**config.mk**
```make
export PLATFORM = sky130hd
export DESIGN_NAME = cla_pipe_addsub
export DESIGN_NICKNAME = d
export VERILOG_FILES = /design/src/rtl/cla_pipe_addsub.sv
export SDC_FILE = /design/constraint.sdc
export NUM_CORES = 1
export LEC_CHECK = 0
export ABC_AREA = 1
export ABC_CLOCK_PERIOD_IN_PS = 1600
export CAP_MARGIN = 25
export CORE_MARGIN = 2
export CORE_UTILIZATION = 55
export DETAILED_ROUTE_END_ITERATION = 10
export HOLD_SLACK_MARGIN = 0.08
export PLACE_DENSITY = 0.78
export SETUP_SLACK_MARGIN = 0.02
export SLEW_MARGIN = 5
export SYNTH_ARGS = -nofsm -noshare
export SYNTH_HDL_FRONTEND = slang
export SYNTH_SLANG_ARGS = --single-unit
```
**constraint.sdc**
```tcl
create_clock -name clk -period 1.6 [get_ports clk]
set_input_delay 0.16 -clock clk [delete_from_list [all_inputs] [get_ports clk]]
set_output_delay 0.16 -clock clk [all_outputs]
set_load 0.01 [all_outputs]
```
**src/rtl/cla_pipe_addsub.sv**
```systemverilog
`default_nettype none
// ============================================================================
//  Module      : cla_pipe_addsub
//  Description : Pipelined carry-lookahead adder/subtractor, one group per stage.
//  Revision    : 1.0 - initial release
// ============================================================================
module cla_pipe_addsub #(
    parameter int WIDTH = 16,
    parameter int GROUP = 4
) (
    input  logic             clk,
    input  logic             rst_n,
    input  logic             in_valid,
    output logic             in_ready,
    input  logic [WIDTH-1:0] a,
    input  logic [WIDTH-1:0] b,
    input  logic             cin,
    input  logic             sub,
    output logic             out_valid,
    input  logic             out_ready,
    output logic [WIDTH-1:0] sum,
    output logic             cout,
    output logic             ovf
);
    localparam int NSTG = WIDTH / GROUP;

    if ((WIDTH % GROUP) != 0) begin : g_param_check
        $error("cla_pipe_addsub: WIDTH must be a multiple of GROUP");
    end

    // Every carry is a flat sum of products over g/p and the group carry-in.
    function automatic logic [GROUP:0] f_carries(input logic [GROUP-1:0] p,
                                                 input logic [GROUP-1:0] g,
                                                 input logic             c0);
        logic [GROUP:0] c;
        logic           t;
        c    = '0;
        c[0] = c0;
        for (int i = 0; i < GROUP; i++) begin
            t = c0;
            for (int j = 0; j <= i; j++) t = t & p[j];
            c[i+1] = t;
            for (int j = 0; j <= i; j++) begin
                t = g[j];
                for (int m = j + 1; m <= i; m++) t = t & p[m];
                c[i+1] = c[i+1] | t;
            end
        end
        return c;
    endfunction

    logic             w_adv;
    logic             r_in_v;
    logic [WIDTH-1:0] r_in_a;
    logic [WIDTH-1:0] r_in_b;
    logic             r_in_c;

    // Operand capture; B and the carry-in are already adjusted for subtraction.
    always_ff @(posedge clk) begin
        if (!rst_n) begin
            r_in_v <= 1'b0;
            r_in_a <= '0;
            r_in_b <= '0;
            r_in_c <= 1'b0;
        end else if (w_adv) begin
            r_in_v <= in_valid;
            r_in_a <= a;
            r_in_b <= b ^ {WIDTH{sub}};
            r_in_c <= cin ^ sub;
        end
    end

    for (genvar k = 0; k < NSTG; k++) begin : g_stage
        localparam int HI_W = WIDTH - (k + 1) * GROUP;

        logic [GROUP-1:0]         w_ga;
        logic [GROUP-1:0]         w_gb;
        logic [GROUP-1:0]         w_p;
        logic [GROUP-1:0]         w_g;
        logic [GROUP-1:0]         w_s;
        logic [GROUP:0]           w_c;
        logic                     w_gc;
        logic                     w_v_in;
        logic [(k+1)*GROUP-1:0]   w_s_nxt;
        logic [(k+1)*GROUP-1:0]   r_s;
        logic                     r_v;
        logic                     r_c;

        if (k == 0) begin : g_src
            assign w_ga    = r_in_a[GROUP-1:0];
            assign w_gb    = r_in_b[GROUP-1:0];
            assign w_gc    = r_in_c;
            assign w_v_in  = r_in_v;
            assign w_s_nxt = w_s;
        end else begin : g_src
            assign w_ga    = g_stage[k-1].g_hold.r_a[GROUP-1:0];
            assign w_gb    = g_stage[k-1].g_hold.r_b[GROUP-1:0];
            assign w_gc    = g_stage[k-1].r_c;
            assign w_v_in  = g_stage[k-1].r_v;
            assign w_s_nxt = {w_s, g_stage[k-1].r_s};
        end

        assign w_p = w_ga ^ w_gb;
        assign w_g = w_ga & w_gb;
        assign w_c = f_carries(w_p, w_g, w_gc);
        assign w_s = w_p ^ w_c[GROUP-1:0];

        always_ff @(posedge clk) begin
            if (!rst_n) begin
                r_v <= 1'b0;
                r_c <= 1'b0;
                r_s <= '0;
            end else if (w_adv) begin
                r_v <= w_v_in;
                r_c <= w_c[GROUP];
                r_s <= w_s_nxt;
            end
        end

        // Operand bits of groups not yet resolved travel alongside the partial sum.
        if (HI_W > 0) begin : g_hold
            logic [HI_W-1:0] w_a_up;
            logic [HI_W-1:0] w_b_up;
            logic [HI_W-1:0] r_a;
            logic [HI_W-1:0] r_b;

            if (k == 0) begin : g_up
                assign w_a_up = r_in_a[WIDTH-1:GROUP];
                assign w_b_up = r_in_b[WIDTH-1:GROUP];
            end else begin : g_up
                assign w_a_up = g_stage[k-1].g_hold.r_a[HI_W+GROUP-1:GROUP];
                assign w_b_up = g_stage[k-1].g_hold.r_b[HI_W+GROUP-1:GROUP];
            end

            always_ff @(posedge clk) begin
                if (!rst_n) begin
                    r_a <= '0;
                    r_b <= '0;
                end else if (w_adv) begin
                    r_a <= w_a_up;
                    r_b <= w_b_up;
                end
            end
        end

        if (k == NSTG - 1) begin : g_out
            logic r_ovf;
            always_ff @(posedge clk) begin
                if (!rst_n) begin
                    r_ovf <= 1'b0;
                end else if (w_adv) begin
                    r_ovf <= w_c[GROUP] ^ w_c[GROUP-1];
                end
            end
        end
    end

    assign w_adv     = ~out_valid | out_ready;
    assign in_ready  = w_adv;
    assign out_valid = g_stage[NSTG-1].r_v;
    assign sum       = g_stage[NSTG-1].r_s;
    assign cout      = g_stage[NSTG-1].r_c;
    assign ovf       = g_stage[NSTG-1].g_out.r_ovf;

endmodule
`default_nettype wire

```
==> results of run 1 <==
[flip-flops by register name, indices dropped and copies added (netlist names), 3 cells and up]
signal and flops:
g_stage.g_hold.r_a 24, g_stage.r_s 24, g_stage.r_c 3, sum 16
r_in_b 16, r_in_a 16, g_stage.g_hold.r_b 24, g_stage.r_v 3
[metrics by stage]
stage | area, µm² | worst slack [ps] | hold WS, ps | cells | setup TNS [ps]
after floorplan | 5293 | 172.4 | 305.7 | 648 | 0
after CTS | 6523 | -2.355 | 250.7 | 839 | -2.355
final | 6631 | 54.11 | 266.5 | 841 | 0
after global placement | 5917 | 62.29 | 446.8 | 806 | 0
after global routing | 6631 | 4.085 | 265.0 | 841 | 0
after detailed placement | 5917 | 36.74 | 448.3 | 806 | 0
[area by class of cell]
class / count / share of cell area (%)
Clock inverter: 9 / 1.943
Multi-Input combinational cell: 450 / 36.06
Sequential cell: 131 / 39.72
Inverter: 24 / 1.396
Timing Repair Buffer: 75 / 11.57
Clock buffer: 23 / 6.887
Tap cell: 129 / 2.434
[what timing repair did]
item | in CTS | in global routing
buffers inserted | 0 | 2
hold buffers | 1 | 0
gates resized for setup | 4 | 32
endpoints found under the hold margin | 18 | 0
endpoints found under the setup margin | 4 | 16
pin swaps | 0 | 10
[cells in the mapped netlist]
master	instances	area [µm²]
clkbuf_1	24	90.09
or2_2	1	6.260
buf_1	1	3.750
a21oi_1	29	145.1
fa_1	4	80.08
xor2_1	4	35.03
nand3_1	6	30.03
buf_2	2	10.01
buf_4	4	30.03
nor2_4	1	11.26
inv_4	1	6.260
nand3b_1	2	15.01
xnor2_1	24	210.2
ha_1	20	250.2
dfxtp_1	131	2623
buf_6	11	123.9
nand2_1	33	123.9
o21ai_1	8	40.04
nor2_1	192	720.7
clkbuf_4	1	7.510
o21bai_1	4	30.03
nand4_1	3	18.77
o21ai_0	119	595.6
inv_1	23	86.33
[placed cells by master (no fill, tap or decap), drive strengths merged]
cell type / synthesis / layout
clkinv: 0 / 4
o21bai: 4 / 4
nand2: 33 / 33
xnor2: 24 / 24
nand4: 3 / 3
nand3: 6 / 6
clkbuf: 25 / 24
buf: 18 / 18
a21oi: 29 / 29
xor2: 4 / 4
dlygate4sd3: 0 / 1
inv: 24 / 24
dlymetal6s2s: 0 / 8
nor2: 193 / 193
clkinvlp: 0 / 2
bufinv: 0 / 3
clkdlybuf4s50: 0 / 46
fa: 4 / 4
o21ai: 127 / 127
dfxtp: 131 / 131
nand3b: 2 / 2
or2: 1 / 1
ha: 20 / 20
dlygate4sd2: 0 / 1
[how the worst min path moves through the flow]
| stage | end | slack, ps | cells past startpoint |
|---|---|---|---|
| floorplan | r_in_a[5] | 310 | 2 |
| global placement | g_stage[2].r_v | 450 | 2 |
| detailed placement | g_stage[2].r_v | 450 | 2 |
| CTS | g_stage[0].w_v_in | 250 | 3 |
| global route | r_in_a[3] | 260 | 3 |
| finish | g_stage[0].w_v_in | 270 | 3 |
[routing by layer]
| layer | GRT usage (%) | vias up | routed length [µm] |
|---|---|---|---|
| met3 | 5.609 | 19 | 393 |
| met2 | 34.36 | 88 | 5229 |
| met1 | 25.36 | 1939 | 4615 |
| met5 | 0 | - | 0 |
| met4 | 8.718 | 0 | 190 |
| li1 | - | 2203 | - |
[worst max-delay path: cells and delay by family (launching register included)]
kind | cells | cell delay [ps]
simple gates | 2 | 180
fa+ha+maj | 2 | 490
flops | 1 | 340
buf+inv | 1 | 70
xor+xnor | 1 | 170
compound gates | 1 | 180
[power by group through the flow]
stage	registers [mW]	clock network, mW	logic (mW)
floorplan	3.62	0	0.364
global placement	3.63	0	0.568
detailed placement	3.64	0	0.588
CTS	3.57	3.84	0.606
global route	3.60	3.95	0.703
finish	3.58	3.80	0.626
[cells by family after synthesis]
logic type / synth area share, %
AOI/OAI and AO/OA: 15.32
xor gates and xnor gates: 4.633
adders and majority gates: 6.241
buffers and inverters: 6.761
DFF: 49.55
and+or+nand+nor: 17.49
==> summary.md, run 1 <==
| Metric | Value |
|---|---|
| Initial antenna violation count | 0 |
| Final Max Tran Viols | 0 |
| GRT Residual Overflow | 0 |
| Port Buf Inserts | 57 |
| Post-Syn Nets | ~700 |
| PD cells | between 1000 and 1500 nW/µm² |
| Core area | between 9000 and 10000 µm² |
| Num CTS Buffers | 17 |
| Min-delay worst type | in2reg |
| Number of global-route vias before repair | 3867 |
| Max Cap Viol | 0 |
| Yosys warns | 0 |
| Slew headroom | 76.46% |
| CTS tree | built |
| Largest net degree at the start of global routing | between 70 and 80 |
| Setup CP Type | reg2reg |
| Critical path arrival | approximately 1900 ps |
| Max rail drop VDD | approximately 730 µV |
| Synth Area per Inst | 8.168 µm² |
| Final ANT Viol Nets | 0 |
| Reg2reg start | g_stage[2].g_hold.r_a[0] |
| Synth Cell Area | between 5000 and 6000 µm² |
| Die width | slightly above 100 µm |
| # rows | 35 |
| Chip Height | 102.1 µm |
| Final GP Congestion | 0.7963 |
| First-pass GRT wire length | about 17 mm |
| LEAKAGE | around 3.3 nW |
| Critical Path Source | g_stage[2].g_hold.r_a[0] |
| Clock buffer depth | 2 |
| Clock Latency Late Sink | about 500 ps |
| Number of distinct library cells after synthesis | 24 |
| Fillcell total | 716 |
| Sw Share | ~22% |
| Final setup fails | 0 |
| Synthesis-to-finish area growth | 25.30% |
| Clk root buf | clkbuf_8 |
| Wire length per cell | about 12 µm |
| Post-synthesis sequential area ratio | 49.55% |
| Vias | about 4200 |
| Post-DP HPWL | 6.424 mm |
| # IOs | between 50 and 60 |
| Share of cells above drive strength 1 | under 10% |
| Via density | between 5 and 6 |
| NetSw | ~1.8 mW |
| Fin crit share | between 90 and 100% |
| R2R Path End | sum[14] |
| Critical Path End | sum[14] |
| CTS HTree Levels | 4 |
| # DRC | 0 |
| Finished Core Util | about 70% |
| Cell count after synthesis | between 600 and 700 |
| Capturing element type of the critical path | register |
| Die area | 10420 µm² |
| Critical path peak fanout | 3 |
| Drt first pass iters | 4 |
| Multi-input gate area | ~2400 µm² |
| Final Hold Vio Count | 0 |
| Sequential share of power | between 40% and 50% |
| Initial DRC count | between 100 and 150 |
| CP peak stage delay | roughly 340 ps |
| Fin crit period | 1546 ps |
| Flops & latches, synth | ~130 |
| Final nets | 761 |
| GR Util All Layers | about a fifth |
| CTS clock-pin slew for the worst setup and hold paths | 60 ps |
| Crit-path cells | ha_1 -> ha_2 -> nand2_1 -> nand3b_1 -> xor2_1 -> o21bai_1 -> inv_1 |
| Req. time, crit path | 2000 ps |
| RSZ-0062 raised after global routing | false |
| Slowest stage cell, crit path | dfxtp_2 |
| Comb power frac | slightly below 8% |
| Final Total Pwr | between 7 and 8 mW |
| Max frequency | about 0.65 GHz |
| Sink Count | between 100 and 150 |
| Clock Skew | between 6 and 7 ps |
| Diodes inserted | 0 |
| R2R depth | 7 |
| Clock network power share | about 47% |
| Int Pwr | 6.242 mW |
| Actual slew at the worst max-slew pin | approximately 350 ps |
| Worst hold path startpoint | in_valid |
| Seq. cell area | between 2000 and 3000 µm² |
| Outcome | finished, final reports clean |
| Initial Utilization | 57.01% |
| Post-Route WL | approximately 10 mm |
| R2R setup slack | ~54 ps |
| Worst Setup Start Kind | register |
(Power assumes the default switching activity.)
==> run 2: changes to the inputs <==
Settings changed: SLEW_MARGIN 5 to not set.
==> results of run 2 <==
No change in the layout: final DEF, timing and power equal those of run 1.
==> run 3: changes to the inputs <==
Settings changed: CORE_MARGIN 2 to 3.
==> run 3 against run 2 <==
Against the previous run: sequential power about the same; hold slack worse by 68 ps; global-route usage down 1.2 points.
==> summary.md, run 3 (synthesis results as in run 1) <==
| Metric | Value |
|---|---|
| Most frequent cells in the layout | nor2_1 (192), dfxtp_1 (123), o21ai_0 (119) (was nor2_1 (191), dfxtp_1 (124), o21ai_0 (119)) |
| Clock buffer depth | 2 (unchanged) |
| R2R setup slack | 100 ps (was 50 ps) |
| Sink Count | 131 (unchanged) |
| Die width | 104.1 µm (was 102.1 µm) |
| Actual slew at the worst max-slew pin | 411.6 ps (was 353.2 ps) |
| Fin crit period | 1532 ps (was 1546 ps) |
| Comb power frac | 7.6% (was 7.8%) |
| Commonest non-fill, non-tap cell in the layout | nor2_1 (unchanged) |
| CP Depth | 1 (was 7) |
| Final setup fails | 0 (unchanged) |
| Fin crit share | 95.76% (was 96.62%) |
| Final ANT Viol Nets | 0 (unchanged) |
| LEAKAGE | 3.334 nW (was 3.269 nW) |
| Crit-path cells | clkdlybuf4s50_1 (was ha_1 -> ha_2 -> nand2_1 -> nand3b_1 -> xor2_1 -> o21bai_1 -> inv_1) |
| WHS Path Cells | 4 (was 3) |
| Int Pwr | 6.051 mW (was 6.242 mW) |
| Endpoint, Worst Hold | g_stage[2].r_s[3] (was g_stage[0].w_v_in) |
| Clock network power share | 47.3% (was 47.4%) |
| Share of cells above drive strength 1 | 11.50% (was 9.972%) |
| R2R Path End | g_stage[1].r_s[7] (was sum[14]) |
| Wire length per cell | 12.29 µm (was 12.40 µm) |
| Req. time, crit path | 1440 ps (was 2000 ps) |
| R2R depth | 10 (was 7) |
| Final nets | 762 (was 761) |
| Critical path arrival | 1370 ps (was 1940 ps) |
| Synthesis-to-finish area growth | 25.91% (was 25.30%) |
| Post-DP HPWL | 6.470 mm (was 6.424 mm) |
| Largest net degree at the start of global routing | 130 (was 73) |
| Setup CP Type | reg2out (was reg2reg) |
| Initial antenna violation count | 0 (unchanged) |
| Outcome | finished, final reports clean (unchanged) |
| Critical path's top delay family | buffers and inverters (was adder cells) |
| Initial DRC count | 131 (was 129) |
| CTS HTree Levels | 4 (unchanged) |
| Via density | 5.007 (was 5.052) |
| GRT Residual Overflow | 0 (unchanged) |
| Slowest stage cell, crit path | clkdlybuf4s50_1 (was dfxtp_2) |
| Final Hold Vio Count | 0 (unchanged) |
| Post-Route WL | 10.35 mm (was 10.43 mm) |
| Num CTS Buffers | 17 (unchanged) |
| Worst Setup Start Kind | register (unchanged) |
| Drt first pass iters | 4 (unchanged) |
| Reg2reg start | g_stage[0].g_hold.r_a[0] (was g_stage[2].g_hold.r_a[0]) |
| Number of global-route vias before repair | 3939 (was 3867) |
| CTS tree | built (unchanged) |
| Regs by FF count | g_stage.g_hold.r_a: 24 flops, g_stage.g_hold.r_b: 24 flops, g_stage.r_s: 24 flops (unchanged) |
| Clock Latency Late Sink | 510 ps (about the same) |
| GR Util All Layers | 19.42% (was 20.65%) |
| First-pass GRT wire length | 17.43 mm (was 16.98 mm) |
| # IOs | 58 (unchanged) |
| Final GP Congestion | 0.7504 (was 0.7963) |
| Vias | 4216 (was 4249) |
| Max Cap Viol | 0 (unchanged) |
| Capturing element type of the critical path | output pin (was register) |
| Final Max Tran Viols | 0 (unchanged) |
| # rows | 35 (unchanged) |
| Sequential share of power | 45.2% (was 44.7%) |
| Diodes inserted | 0 (unchanged) |
| Chip Height | 104.1 µm (was 102.1 µm) |
| PD cells | 1190 nW/µm² (was 1206 nW/µm²) |
| CP bufs+invs | 1 (unchanged) |
| RSZ-0062 raised after global routing | true (was false) |
| Core area | 9284 µm² (unchanged) |
| Clk root buf | clkbuf_8 (unchanged) |
| Sw Share | 23.67% (was 21.98%) |
| Clock Skew | 5.518 ps (was 6.354 ps) |
| CTS clock-pin slew for the worst setup and hold paths | 60 ps (about the same) |
| Fillcell total | 713 (was 716) |
| Hold_buf cts | 0 (was 1) |
| Max rail drop VDD | 671.5 µV (was 725.1 µV) |
| # DRC | 0 (unchanged) |
| Die area | 10840 µm² (was 10420 µm²) |
| CP peak stage delay | 530 ps (was 340 ps) |
| Worst hold path startpoint | rst_n (was in_valid) |
| Setup TNS Final | 0 ps (unchanged) |
| Max frequency | 0.6526 GHz (was 0.6469 GHz) |
| Finished Core Util | 71.78% (was 71.43%) |
| Min-delay worst type | in2reg (unchanged) |
| Initial Utilization | 57.01% (unchanged) |
| Critical path peak fanout | 2 (was 3) |
| NetSw | 1.876 mW (was 1.758 mW) |
| Slew headroom | 72.56% (was 76.46%) |
| Port Buf Inserts | 57 (unchanged) |
run 3: cell types whose count changed in the layout (fill, tap and decap cells not counted), moves of 2 or more:
cell / before / now
nand2_2: 4 / 8
ha_1: 17 / 14
inv_6: 0 / 5
ha_4: 1 / 3
dfxtp_4: 1 / 3
dlymetal6s2s_1: 8 / 12
nand2_1: 28 / 25
clkbuf_1: 4 / 0
buf_4: 13 / 15
clkdlybuf4s50_1: 46 / 42
run 3: per-layer routing:
metal  GRT usage (%)  vias up  routed length, µm
met2           32.92       87               5192
met5               0        -                  0
li1                -     2202                  -
met3           5.214       12                447
met1           23.74     1915               4584
met4           7.028        0                122
run 3: power by group through the flow:
stage          registers (mW)  logic (mW)  clock network (mW)
3_5_place_dp             3.65       0.587                   0
5_1_grt                  3.60       0.684                3.96
2_1_floorplan            3.62       0.364                   0
6_report                 3.58       0.602                3.75
4_1_cts                  3.58       0.592                3.80
3_3_place_gp             3.64       0.564                   0
run 3: worst max path at each step:
| stage | start | to | slack (ps) |
|---|---|---|---|
| floorplan | g_stage[0].g_hold.r_a[0] | g_stage[1].r_s[7] | 170 |
| global placement | out_ready | sum[12] | -20 |
| detailed placement | out_ready | sum[12] | -40 |
| CTS | out_valid | in_ready | 20 |
| global route | g_stage[0].g_hold.r_a[0] | g_stage[1].r_s[7] | 9 |
| finish | sum[8] | sum[8] | 70 |
run 3: layout make-up:
| class | instances | area [µm²] | area share, % |
|---|---|---|---|
| flip-flops and latches | 131 | 2640 | 39.62 |
| multi-input cells | 450 | 2404 | 36.07 |
| repair buffers | 76 | 787.0 | 11.81 |
| clock buffers | 18 | 427.9 | 6.421 |
| well taps | 129 | 161.4 | 2.422 |
| clock inverters | 14 | 151.4 | 2.272 |
| inverters | 24 | 92.59 | 1.389 |
run 3: worst min-delay path, stage by stage:
cell and delay, ps:
buf_2 110, buf_12 230, o21ai_0 120, nor2_1 40
run 3: timing repair:
action	4_1_cts	5_1_grt
endpoints found under the setup margin	2	22
gates resized for setup	2	43
buffers inserted	0	2
pin swaps	0	17
run 3: metrics by stage:
| step | total power [mW] | cells | instance area (µm²) | worst slack (ps) | hold WS (ps) |
|---|---|---|---|---|---|
| floorplan | 3.988 | 648 | 5293 | 172.4 | 305.7 |
| global placement | 4.202 | 808 | 5932 | -16.71 | 441.8 |
| detailed placement | 4.233 | 808 | 5932 | -37.33 | 453.3 |
| CTS | 7.969 | 840 | 6509 | 21.75 | 178.6 |
| global route | 8.241 | 842 | 6664 | 8.686 | 206.9 |
| finish | 7.928 | 842 | 6664 | 67.77 | 198.5 |
